`src/rtl/odo_round_key_sched.sv`:
```
// Sequences the 10-entry Odo round-key ROM over NUM_ROUNDS rounds, streaming keys with valid/ready.
// Optional stall counter output enabled by ODO_ROUND_KEY_SCHED_STALL_CNT_EN.
module odo_round_key_sched #(
    parameter int unsigned NUM_ROUNDS   = 84,
    parameter int unsigned ROUND_W      = 7,
    parameter int unsigned FIRST_PERIOD = 0
) (
    input  logic               clk,
    input  logic               rst_n,
    input  logic               start,
    input  logic               abort,
    output logic               busy,
    output logic [3:0]         rom_period,
    input  logic [9:0]         rom_key,
    output logic [9:0]         key_out,
    output logic [ROUND_W-1:0] round_out,
    output logic               key_valid,
    input  logic               key_ready,
    output logic               last,
    output logic               done
`ifdef ODO_ROUND_KEY_SCHED_STALL_CNT_EN
    ,
    output logic [15:0]        stall_cnt
`endif
);

    localparam logic [3:0]         FIRST_P    = 4'(FIRST_PERIOD);
    localparam logic [3:0]         LAST_P     = 4'd9;
    localparam logic [ROUND_W-1:0] LAST_ROUND = ROUND_W'(NUM_ROUNDS - 1);

    typedef enum logic [1:0] {
        IDLE   = 2'd0,
        PRIME  = 2'd1,
        STREAM = 2'd2,
        DONE   = 2'd3
    } state_t;

    state_t             state_q, state_d;
    logic [3:0]         period_q, period_d;
    logic [ROUND_W-1:0] round_q, round_d;
    logic [3:0]         next_period;
    logic               handshake;
    logic               is_last;

    // State and counter registers
    always_ff @(posedge clk) begin
        if (!rst_n) begin
            state_q  <= IDLE;
            period_q <= FIRST_P;
            round_q  <= '0;
        end else begin
            state_q  <= state_d;
            period_q <= period_d;
            round_q  <= round_d;
        end
    end

    assign next_period = (period_q == LAST_P) ? 4'd0 : period_q + 4'd1;
    assign handshake   = (state_q == STREAM) && key_ready;
    assign is_last     = (round_q == LAST_ROUND);

    // Next state, counter update and ROM addressing; abort outranks a same-cycle handshake
    always_comb begin
        state_d    = state_q;
        period_d   = period_q;
        round_d    = round_q;
        rom_period = period_q;
        case (state_q)
            IDLE: begin
                rom_period = FIRST_P;
                if (start && !abort) state_d = PRIME;
            end
            PRIME: begin
                rom_period = FIRST_P;
                state_d    = abort ? IDLE : STREAM;
            end
            STREAM: begin
                if (handshake && !is_last) rom_period = next_period;
                if (abort) begin
                    state_d  = IDLE;
                    period_d = FIRST_P;
                    round_d  = '0;
                end else if (handshake) begin
                    if (is_last) begin
                        state_d  = DONE;
                        period_d = FIRST_P;
                        round_d  = '0;
                    end else begin
                        period_d = next_period;
                        round_d  = round_q + ROUND_W'(1);
                    end
                end
            end
            DONE: begin
                rom_period = FIRST_P;
                state_d    = IDLE;
            end
            default: state_d = IDLE;
        endcase
    end

    assign busy      = (state_q == PRIME) || (state_q == STREAM);
    assign key_valid = (state_q == STREAM);
    assign key_out   = key_valid ? rom_key : 10'd0;
    assign round_out = round_q;
    assign last      = key_valid && is_last;
    assign done      = (state_q == DONE);

`ifdef ODO_ROUND_KEY_SCHED_STALL_CNT_EN
    // Saturating count of backpressured STREAM cycles, cleared when a new sequence starts
    always_ff @(posedge clk) begin
        if (!rst_n) begin
            stall_cnt <= 16'd0;
        end else if (state_q == IDLE && state_d == PRIME) begin
            stall_cnt <= 16'd0;
        end else if (state_q == STREAM && !key_ready && stall_cnt != 16'hFFFF) begin
            stall_cnt <= stall_cnt + 16'd1;
        end
    end
`endif

endmodule

```
`config.mk`:
```
export PLATFORM = sky130hd
export DESIGN_NAME = odo_round_key_sched
export DESIGN_NICKNAME = d
export VERILOG_FILES = /design/src/rtl/odo_round_key_sched.sv
export SDC_FILE = /design/constraint.sdc
export NUM_CORES = 1
export LEC_CHECK = 0
export ABC_AREA = 1
export ABC_CLOCK_PERIOD_IN_PS = 1900
export CORE_ASPECT_RATIO = 1.5
export CORE_MARGIN = 8
export CORE_UTILIZATION = 42
export DETAILED_ROUTE_END_ITERATION = 12
export HOLD_SLACK_MARGIN = 0.05
export PLACE_DENSITY = 0.79
export SYNTH_ARGS = -nofsm -noshare
export SYNTH_HDL_FRONTEND = slang
export SYNTH_SLANG_ARGS = --single-unit
```
`constraint.sdc`:
```
create_clock -name clk -period 1.9 [get_ports clk]
set_input_delay 0.38 -clock clk [delete_from_list [all_inputs] [get_ports clk]]
set_output_delay 0.38 -clock clk [all_outputs]
set_load 0.005 [all_outputs]
```
* After elaboration in Yosys (flattened, before gate mapping)
Cells that the tools add are included.
** Word-level totals
- Register bits :: 13
- Input port bits :: 15
- Output and inout bits :: 25
- Logic and storage cells :: 41
** Cells by class
- Add/subtract/negate cells :: 2
- Equality and inequality tests :: 8
- Multiplexer cells :: 16
- Reductions and logical operators :: 12
** Operators with widths (number)
- $mux W7 :: 3
- $mux W4 :: 5
- $mux W10 :: 1
- $mux W2 :: 5
- $pmux W2 S4 :: 1
- $pmux W4 S2 :: 1
- $add A7 B1 Y7 const B :: 1
- $eq A7 B7 Y1 const B :: 1
- $ne A3 B2 Y1 const B :: 2
- $add A4 B1 Y4 const B :: 1
- $eq A2 B2 Y1 const B :: 2
- $eq A4 B4 Y1 const B :: 1
- $logic_and A1 B1 Y1 :: 4
- $reduce_and A3 Y1 :: 1
- $reduce_or A3 Y1 :: 1
- $eq A2 B1 Y1 const B :: 1
- $logic_not A1 Y1 :: 2
- $logic_not A2 Y1 :: 1
- $ne A2 B2 Y1 const B :: 1
- $reduce_and A2 Y1 :: 1
- $reduce_bool A2 Y1 :: 1
- $logic_or A1 B1 Y1 :: 1

* Depth between registers and ports, before layout
Gate-level depths: netlist of run 1.
- Depth in word-level cells :: 5
- Gate-level depth with buffers :: 9
- Gate-level depth less buffers :: 9

* Least setup slack after synthesis of run 1
OpenSTA, ideal clock, no wires.
- Path type :: register -> output
- From :: reg round_q[0] (netlist: round_out[0])
- To :: out rom_period[0]
- Arrival :: 1.197 ns
- Required time :: 1.520 ns
- Slack :: 0.323 ns
- Cell stages (with the launch flop) :: 8
- Path through :: dfxtp_1 > ha_1 > nand2_1 > inv_1 > nand3_2 > nand3_1 > o21ai_0 > nor2_1
** On the way
- Cells in the longest elaborated chain, start to end :: 5
** RTL lines
- from (decl) :: RTL line 40 : logic [ROUND_W-1:0] round_q, round_d;
- from (signal assigned) :: RTL line 54 : round_q <= round_d;
- $eq A7 B7 Y1 :: RTL line 60 : assign is_last = (round_q == LAST_ROUND);
- $logic_not A1 Y1 :: RTL line 78 : if (handshake && !is_last) rom_period = next_period;
- $logic_and A1 B1 Y1 :: RTL line 78
- $mux W4 :: RTL line 78
- $pmux W4 S2 :: RTL line 68 : case (state_q)
- to (decl) :: RTL line 13 : output logic [3:0] rom_period,
Every way passes these cells.

* Worst setup path after layout of run 1
- From :: reg round_q[1] (netlist: round_out[1])
- To :: out rom_period[3]
Same word-level chain as after synthesis.

==> results of run 1 <==
## cell type report
class                      count  area [um2]
multi-input combinational    121         713
timing repair buffer          74         667
fill                         145         403
sequential                    13         270
inverter                      26        97.6
tap                           23        28.8
clock buffer                   3        22.5
clock inverter                 1        5.00
## cells in the final DEF, fill, tap and decap left out, types with 6 or more instances in the layout
cell type         n
buf_4            29
dlygate4sd2_1    11
nand2_1          45
nand3_1           6
o21ai_0           7
inv_1            20
dfxtp_1           7
clkdlybuf4s50_1  22
a21oi_1           9
nor2_1           22
## sequential cells by signal, indices dropped and copies added, names as in the netlist
signal and cells:
period_q 4, round_out 7, state_q 2
## worst max path at each step
stage	end	slack [ns]	cells after the start
2_1_floorplan	rom_period[0]	0.32	7
3_3_place_gp	rom_period[3]	-0.26	6
3_5_place_dp	rom_period[3]	-0.28	6
4_1_cts	rom_period[0]	-0.04	7
5_1_grt	rom_period[3]	-0.21	9
6_report	rom_period[3]	-0.05	9
## metal layers
metal	share of wire, %	up-vias
met2	52	80
met3	7.9	26
met1	35	636
met5	0	-
met4	5.1	0
li1	-	656
## where the power goes
group	total, W	switching [W]	internal, W
Sequential	0.000334	0.0000275	0.000307
Clock	0.000185	0.000107	0.0000781
Combinational	0.000942	0.000460	0.000482
Total	0.00146	0.000594	0.000867
## through the flow
stage | util, % | hold WS (ns) | total power [W]
5_1_grt | 81.7 | 0.624 | 0.00157
2_1_floorplan | - | 0.483 | 0.000673
4_1_cts | 76.1 | 0.581 | 0.00134
6_report | 81.7 | 0.603 | 0.00146
3_5_place_dp | 70.7 | 0.557 | 0.00105
3_3_place_gp | 70.7 | 0.507 | 0.00102
## timing repair
action / CTS / global route
gates cloned: 1 / 0
setup buffers: 4 / 5
endpoints found under the setup margin: 17 / 7
gates resized for setup: 57 / 24
pin swaps: 5 / 10
hold endpoints to repair: 0 / 0
hold buffers: 0 / 0
## cells in the mapped netlist
master	number
dfxtp_1	13
nand3_2	2
inv_1	24
a21oi_1	9
nor3_1	4
buf_2	1
o21ai_0	9
nor2b_1	1
nand3b_1	1
nand2_1	47
nand4_1	2
nor2_1	28
o21ai_1	1
clkbuf_1	2
clkinv_1	1
inv_2	1
ha_1	9
a31oi_1	1
nand3_1	7
## critical path, stage by stage, from the launching register on
cell and delay, ns:
dfxtp_2 0.36, ha_4 0.15, nand2_2 0.05, inv_2 0.07, nand3_4 0.10, nand3_4 0.11, buf_6 0.13, nor2b_2 0.04
nor2_1 0.12, buf_2 0.13
## logic make-up (layout without fill, tap and decap cells)
family,Yosys count,count (layout),synth area share (%)
fa+ha+maj,9,9,11.6
compound gates,20,20,10.5
flops,13,13,26.9
simple gates,92,92,39.6
buf+inv,29,104,11.4
==> flow_summary_export.csv, run 1 <==
group,metric,value,unit
outcome,status,"finished with violations",
outcome,violations,"negative setup slack",
pwr,leakagePower,0.914,nW
critical_path,r2r_cells,10,
layout,drive_above_1_share,31.1,%
floorplan,die_w,55.2,um
critical_path,critPathLaunchType,"flop",
layout,fin_cells,261,
critical_path,crit_arrival,1.57,ns
clocking,cts_buffers,3,
grt,grt_use_met2,32.5,%
critical_path,critPathLaunch,"round_out[1]",
floorplan,initial_core_util,43.8,%
clocking,clock_path_buffers,2,
sta,rsz0062_at_grt,"true",
grt,grt_usage,18.4,%
routing,routed_wl,4040,um
grt,busiest_layer,"met2",
placed_design,dp.cells,247,
layout,final_cell_area,1800,um2
placed_design,gp_congestion,0.894,
critical_path,crit_required,1.52,ns
critical_path,r2r-end,"period_q[3]",
sta,max_freq,514,MHz
grt,grt.overflow.total,0,
sta,period_share,102,%
floorplan,core,2210,um2
clocking,root_buffer,"clkbuf_4",
yosys,syn_area_per_cell,5.93,um2
routing,viasPerCell,5.36,
yosys,synth_top_cell_by_area,"dfxtp_1",
floorplan,die-area,4130,um2
worst_hold_path,hold_path_end,"round_out[4]",
clocking,cts_tree,"built",
floorplan,ios,40,
sta,tns,-0.0589,ns
yosys,yosys_warnings,0,
worst_hold_path,whs_path_depth,3,
placed_design,place_area,1560,um2
grt,grt_use_met1,18.0,%
placed_design,io_buffers,39,
sta,relSlewSlack,77.9,%
yosys,ys_seq_elements,13,
yosys,yosys-top-cells-area,"dfxtp_1, nand2_1, ha_1",
layout,antenna_cells,0,
yosys,syn_area,967,um2
grt,grt_pass1_vias,1392,
grt,grt_first_pass_wirelength,5820,um
floorplan,rows,21,
grt,antenna_found_initial,0,
worst_hold_path,min_path_type,"reg -> reg",
critical_path,setup.worst_path.class,"reg -> out",
yosys,synth_cell_types,19,
critical_path,r2r_setup_slack,0.14,ns
pwr,power_density,810,nW/um2
yosys,syn_nets,187,
clocking,cts_htree_levels,1,
grt,grt_start_max_net_pins,11,
routing,drc_errors,0,
floorplan,die_y,74.8,um
yosys,synthCells,163,
sta,period_needed,1.95,ns
sta,fin_skew,0.00322,ns
critical_path,r2r_start,"state_q[0]",
clocking,clk_latency,0.28,ns
pwr,peakVddDrop,0.608,mV
routing,drt_pre_antenna_iters,4,
routing,ant_nets,0,
sta,hold_violations,0,
critical_path,crit_fanout,5,
sta,setup_slack,-0.0470,ns
flow_run,maxCapViolCount,0,
yosys,seq_area_frac_synth,26.9,%
sta,maxSlewViolCount,0,
clocking,cts_sinks,13,
clocking,clk_pin_slew,0.09,ns
yosys,synth_top_area_share,26.9,%
layout,syn_to_final_growth,86.5,%
routing,wl_per_cell,15.5,um
placed_design,dp_slack,-0.283,ns
layout,final_nets,263,
placed_design,hpwl,2590,um
critical_path,endpoint_kind,"output pin",
worst_hold_path,min-delay-start,"round_out[4]",
sta,worst_pin_slew,0.331,ns
grt,use_met3,6.13,%
sta,setup_viol,2,
routing,dr_total_vias,1398,
routing,drtIter0Drc,66,
No activity file was read; power rests on OpenSTA's default activity.
==> run 2, diff against run 1 <==
GPL_TIMING_DRIVEN = 0   (was unset)
TNS_END_PERCENT = 5   (was unset)
==> flow_summary_export.csv, run 2 (synthesis gave the netlist of run 1 again) <==
group,metric,value,unit
critical_path,crit_required,1.52,ns
worst_hold_path,min-delay-start,"rst_n",
routing,drc_errors,0,
routing,wl_per_cell,13.5,um
critical_path,r2r_start,"state_q[0]",
pwr,switching_share,41.1,%
sta,maxSlewViolCount,0,
layout,filler_cell_count,185,
clocking,cts_sinks,13,
grt,grt_usage,16.1,%
floorplan,ios,40,
clocking,clk_latency,0.28,ns
placed_design,dp_slack,-0.372,ns
critical_path,cp_top_family,"simple AND/OR/NAND/NOR gates",
routing,routed_wl,3270,um
floorplan,core,2210,um2
critical_path,critPathLaunchType,"flop",
sta,hold_violations,0,
floorplan,initial_core_util,43.8,%
outcome,status,"finished clean",
critical_path,setup.worst_path.class,"reg -> out",
clocking,cts_buffers,3,
critical_path,crit_arrival,1.51,ns
pwr,p_total,0.00121,W
critical_path,slowest_delay,0.36,ns
grt,grt_pass1_vias,1234,
pwr,leakagePower,0.795,nW
floorplan,die_y,74.8,um
sta,worst_pin_slew,0.358,ns
critical_path,crit_buf_inv,2,
routing,dr_total_vias,1248,
critical_path,r2r_setup_slack,0.40,ns
worst_hold_path,min_path_type,"in -> reg",
floorplan,die_w,55.2,um
flow_run,maxCapViolCount,0,
pwr,peakVddDrop,0.536,mV
sta,hold_slack,0.458,ns
critical_path,crit_fanout,7,
layout,largest_register_ffs,7,
sta,rsz0062_at_grt,"true",
floorplan,rows,21,
clocking,holdBufCountCts,0,
routing,drtIter0Drc,52,
sta,period_needed,1.89,ns
critical_path,endpoint_kind,"output pin",
clocking,clk_pin_slew,0.08,ns
clocking,root_buffer,"clkbuf_4",
worst_hold_path,whs_path_depth,3,
critical_path,path_cells,"ha_4 -> nand2_2 -> inv_2 -> nand3_4 -> nand3_4 -> nand2_2 -> nand2_1 -> nor2_1 -> buf_2",
layout,layout_commonest_cell,"nand2_1",
placed_design,hpwl,2270,um
pwr,netSwitchingPower,0.000498,W
grt,grt.overflow.total,0,
routing,ant_nets,0,
layout,drive_above_1_share,23.3,%
pwr,p_comb_share,57.1,%
pwr,power_density,768,nW/um2
critical_path,cp_slowest_cell,"dfxtp_4",
pwr,p_seq_share,28.2,%
layout,final_nets,244,
placed_design,dp.cells,224,
placed_design,gp_congestion,0.860,
layout,antenna_cells,0,
critical_path,r2r-end,"round_out[2]",
floorplan,die-area,4130,um2
layout,fin_cells,242,
sta,setup_viol,0,
critical_path,r2r_cells,8,
layout,most-common-layout-cells,"nand2_1, nor2_1, inv_1, clkdlybuf4s50_1, buf_4",
clocking,cts_htree_levels,1,
placed_design,io_buffers,38,
worst_hold_path,hold_path_end,"round_out[3]",
sta,fin_skew,0.00414,ns
grt,grt_start_max_net_pins,11,
sta,relSlewSlack,76.1,%
sta,max_freq,530,MHz
sta,period_share,99.3,%
layout,syn_to_final_growth,63.0,%
critical_path,path_depth,9,
routing,viasPerCell,5.16,
pwr,clockPowerShare,14.6,%
grt,antenna_found_initial,0,
grt,grt_first_pass_wirelength,5060,um
pwr,intPower,0.000713,W
clocking,cts_tree,"built",
sta,setup_slack,0.0125,ns
clocking,clock_path_buffers,2,
routing,drt_pre_antenna_iters,4,
run 2: cell count changes in the layout (fill, tap and decap cells not counted), sizes merged:
cell,previous run,this run
buf,40,18
dlymetal6s2s,0,1
bufbuf,1,0
clkdlybuf4s50,22,21
clkbuf,3,8
clkinv,2,1
run 2: how the worst max path moves through the flow:
stage	startpoint	end	slack (ns)
finish	round_out[1]	rom_period[1]	0.01
global route	round_out[1]	rom_period[1]	-0.08
CTS	round_out[0]	rom_period[0]	-0.12
detailed placement	key_ready	rom_period[3]	-0.37
global placement	key_ready	rom_period[3]	-0.36
floorplan	round_out[0]	rom_period[0]	0.32
run 2: timing repair:
| item | CTS | global route |
|---|---|---|
| cloned | 0 | 0 |
| pin swaps | 3 | 6 |
| buffers inserted | 12 | 2 |
| resized for setup | 49 | 17 |
| endpoints found under the hold margin | 0 | 0 |
| setup endpoints to repair | 17 | 6 |
run 2: power groups by stage:
stage / registers [W] / clock network [W] / logic, W
global placement: 0.000334 / 0 / 0.000608
detailed placement: 0.000337 / 0 / 0.000622
floorplan: 0.000330 / 0 / 0.000343
CTS: 0.000342 / 0.000178 / 0.000667
finish: 0.000342 / 0.000177 / 0.000692
global route: 0.000345 / 0.000195 / 0.000784
run 2: area by class of cell:
| type | instances | area, um2 | share of cell area [%] |
|---|---|---|---|
| clock buffer | 4 | 26.3 | 1.67 |
| sequential | 13 | 275 | 17.5 |
| timing repair buffer | 52 | 453 | 28.7 |
| inverter | 26 | 97.6 | 6.19 |
| buffer | 3 | 22.5 | 1.43 |
| multi-input combinational | 121 | 673 | 42.7 |
| tap | 23 | 28.8 | 1.83 |
run 2: tightest hold or removal path, delay by kind of cell:
| kind | cells | cell delay, ns |
|---|---|---|
| and+or+nand+nor | 2 | 0.14 |
| buffers and inverters | 1 | 0.18 |
run 2: metrics by stage:
| step | TNS (ns) | utilization [%] | area, um2 |
|---|---|---|---|
| after floorplan | 0 | - | 967 |
| after global placement | -3.69 | 62.4 | 1380 |
| after detailed placement | -4.19 | 62.4 | 1380 |
| after CTS | -0.120 | 69.7 | 1540 |
| after global routing | -0.298 | 71.4 | 1580 |
| final | 0 | 71.4 | 1580 |
run 2: layer usage:
| layer | share of wire (%) | track usage, % | vias up |
|---|---|---|---|
| li1 | - | - | 618 |
| met1 | 36 | 15.9 | 548 |
| met2 | 53 | 28.4 | 76 |
| met3 | 8.7 | 5.34 | 6 |
| met4 | 2.1 | 7.77 | 0 |
| met5 | 0 | 0 | - |
==> variant, RTL diff (config.mk and constraints of run 1) <==
The parameter `NUM_ROUNDS` goes from 84 to 63.
--- a/src/rtl/odo_round_key_sched.sv
+++ b/src/rtl/odo_round_key_sched.sv
@@ -1,7 +1,7 @@
 // Sequences the 10-entry Odo round-key ROM over NUM_ROUNDS rounds, streaming keys with valid/ready.
 // Optional stall counter output enabled by ODO_ROUND_KEY_SCHED_STALL_CNT_EN.
 module odo_round_key_sched #(
-    parameter int unsigned NUM_ROUNDS   = 84,
+    parameter int unsigned NUM_ROUNDS   = 63,
     parameter int unsigned ROUND_W      = 7,
     parameter int unsigned FIRST_PERIOD = 0
 ) (
Behaviour: same outputs for any inputs over 10 cycles, from zero or initial values and one cycle with rst_n low; that may be too few to reach the edited logic, so the function may still have changed.
==> variant against run 1 <==
The flow still finishes with violations (setup timing). Setup slack better by 34 ps. Count of clock-buffer cells in the layout rose by 1. Register-to-register slack better by 110 ps. Global-route usage fell by 3.5 points. Critical path depth is 2 higher. Clock skew about the same. Sequential cell count is the same. Routed wire length is 18% lower. Synthesized cell count is 1.8% lower. Synthesized area grew 4.3%. Power up 1.9%. Design area is 4.7% lower. Largest power group unchanged.
==> variant: results (changes against run 1) <==
The setup total negative slack came out at -12.7 ps (+46.2 ps). The XOR/XNOR share of the synthesized area is 0.868% (+0.87 points), and the number of distinct library cells after synthesis is 21 (+2). The routed wirelength normalized by instance count was 13.0 µm (-16%); the static power due to leakage was 0.906 nW (-0.89%).

The run finished, with violations left. The placer's final routability congestion estimate was 0.859 (-4.0%); the placed instance area was 1590 µm² (+1.8%). The checks that failed: setup timing.

The worst register-to-register path ends at round_out[3]$_SDFFE_PN0P_. The fill cell instance count of the final layout was 189 (+30%); the largest fanout of any net on the critical path was 4 (-1). The run gives -12.7 ps (+34.3 ps) as the minimum setup slack in the final design.

Yosys attributes the largest share of cell area to dfxtp_1 (26%), nand2_1 (15%), ha_1 (12%), nor2_1 (10%), inv_1 (9.7%). Area share of fa/ha/maj cells after synthesis: 12.4% (+0.76 points). Grouping stages by cell kind, the critical path spends the most delay in buffers and inverters. The logs give 0.552 mV (-9.1%) for the maximum vdd drop and 2.52 mm (-2.9%) for the detailed placer's ending HPWL. The detailed router's first-iteration violation count is 48 (-27%). The run gives 185 (-1.1%) as the number of nets produced by synthesis. The number of global-route vias before repair was 1,366 (-1.9%); the internal reg-to-reg setup slack was 250 ps (+110 ps).

The tools report the post-synthesis sequential area ratio as 25.8% (-1.1 points). The launch point of the worst hold path was round_out[0]$_SDFFE_PN0P_. The transition at the pin with the smallest max-transition slack was 272 ps (-58.4 ps). For the final-report setup violation count, the log shows 1 (-1). Worst clock skew: 3.17 ps (-0.0434 ps). The delay of the slowest critical-path stage was 340 ps (-20 ps). The detailed-route vias per instance is 4.96 (-7.3%). The fraction of final layout cells sized beyond drive strength 1 works out to 30.6% (-0.49 points). The overall fraction of global-route tracks in use is 14.9% (-3.5 points).
variant: cell families (layout without fill, tap and decap cells):
| kind of cell | Yosys count | count (layout) |
|---|---|---|
| xor gates and xnor gates | 1 | 1 |
| adders and majority gates | 10 | 10 |
| AOI/OAI and AO/OA | 19 | 19 |
| and+or+nand+nor | 88 | 88 |
| DFF | 13 | 13 |
| buffers and inverters | 29 | 101 |
variant: area by class of cell:
class / instances / share of cell area, %
clock buffer: 4 / 1.53
inverter: 28 / 6.26
multi-input combinational: 118 / 40.7
sequential: 13 / 15.4
tap: 24 / 1.75
timing repair buffer: 69 / 34.4
variant: worst max path at each step:
stage                              startpoint             to  slack (ps)  depth (start not counted)
global placement                    key_ready  rom_period[0]        -310                          8
detailed placement                  key_ready  rom_period[0]        -330                          8
CTS                 round_out[0]$_SDFFE_PN0P_  rom_period[1]         -30                         11
global route        round_out[0]$_SDFFE_PN0P_  rom_period[1]         -90                         11
floorplan             state_q[0]$_SDFFE_PN0P_  rom_period[0]         310                          8
finish                state_q[0]$_SDFFE_PN0P_  rom_period[1]         -10                         11
variant: per-stage QoR:
step | setup slack [ps] | hold WS (ps) | utilization [%] | instances
3_5_place_dp | -332 | 596 | 67.2 | 244
6_report | -12.7 | 606 | 72.6 | 256
2_1_floorplan | 313 | 496 | - | 160
5_1_grt | -89.6 | 647 | 72.6 | 256
3_3_place_gp | -305 | 587 | 67.2 | 244
4_1_cts | -25.2 | 609 | 71.5 | 254
variant: report_power, final:
part	internal (W)	switching (W)	total, W
sequential	0.000325	0.0000383	0.000363
clock	0.0000815	0.0000977	0.000179
combinational	0.000464	0.000483	0.000947
variant: worst reg2reg max path: cells and delay by family (launching register included):
family                     cells  cell delay [ps]
AOI/OAI and AO/OA              2              250
adders and majority gates      1              150
buffers and inverters          5              590
DFF                            1              340
and+or+nand+nor                2              250
variant: routing by layer:
layer	track usage, %	wire [µm]
met4	6.04	85
met3	5.33	250
met2	29.5	1830
met5	0	0
met1	12.5	1160
variant: what timing repair did:
action	4_1_cts	5_1_grt
buffers inserted	5	2
gates resized for setup	54	8
cloned	1	0
hold endpoints to repair	0	0
endpoints found under the setup margin	17	10
pin swaps	6	3
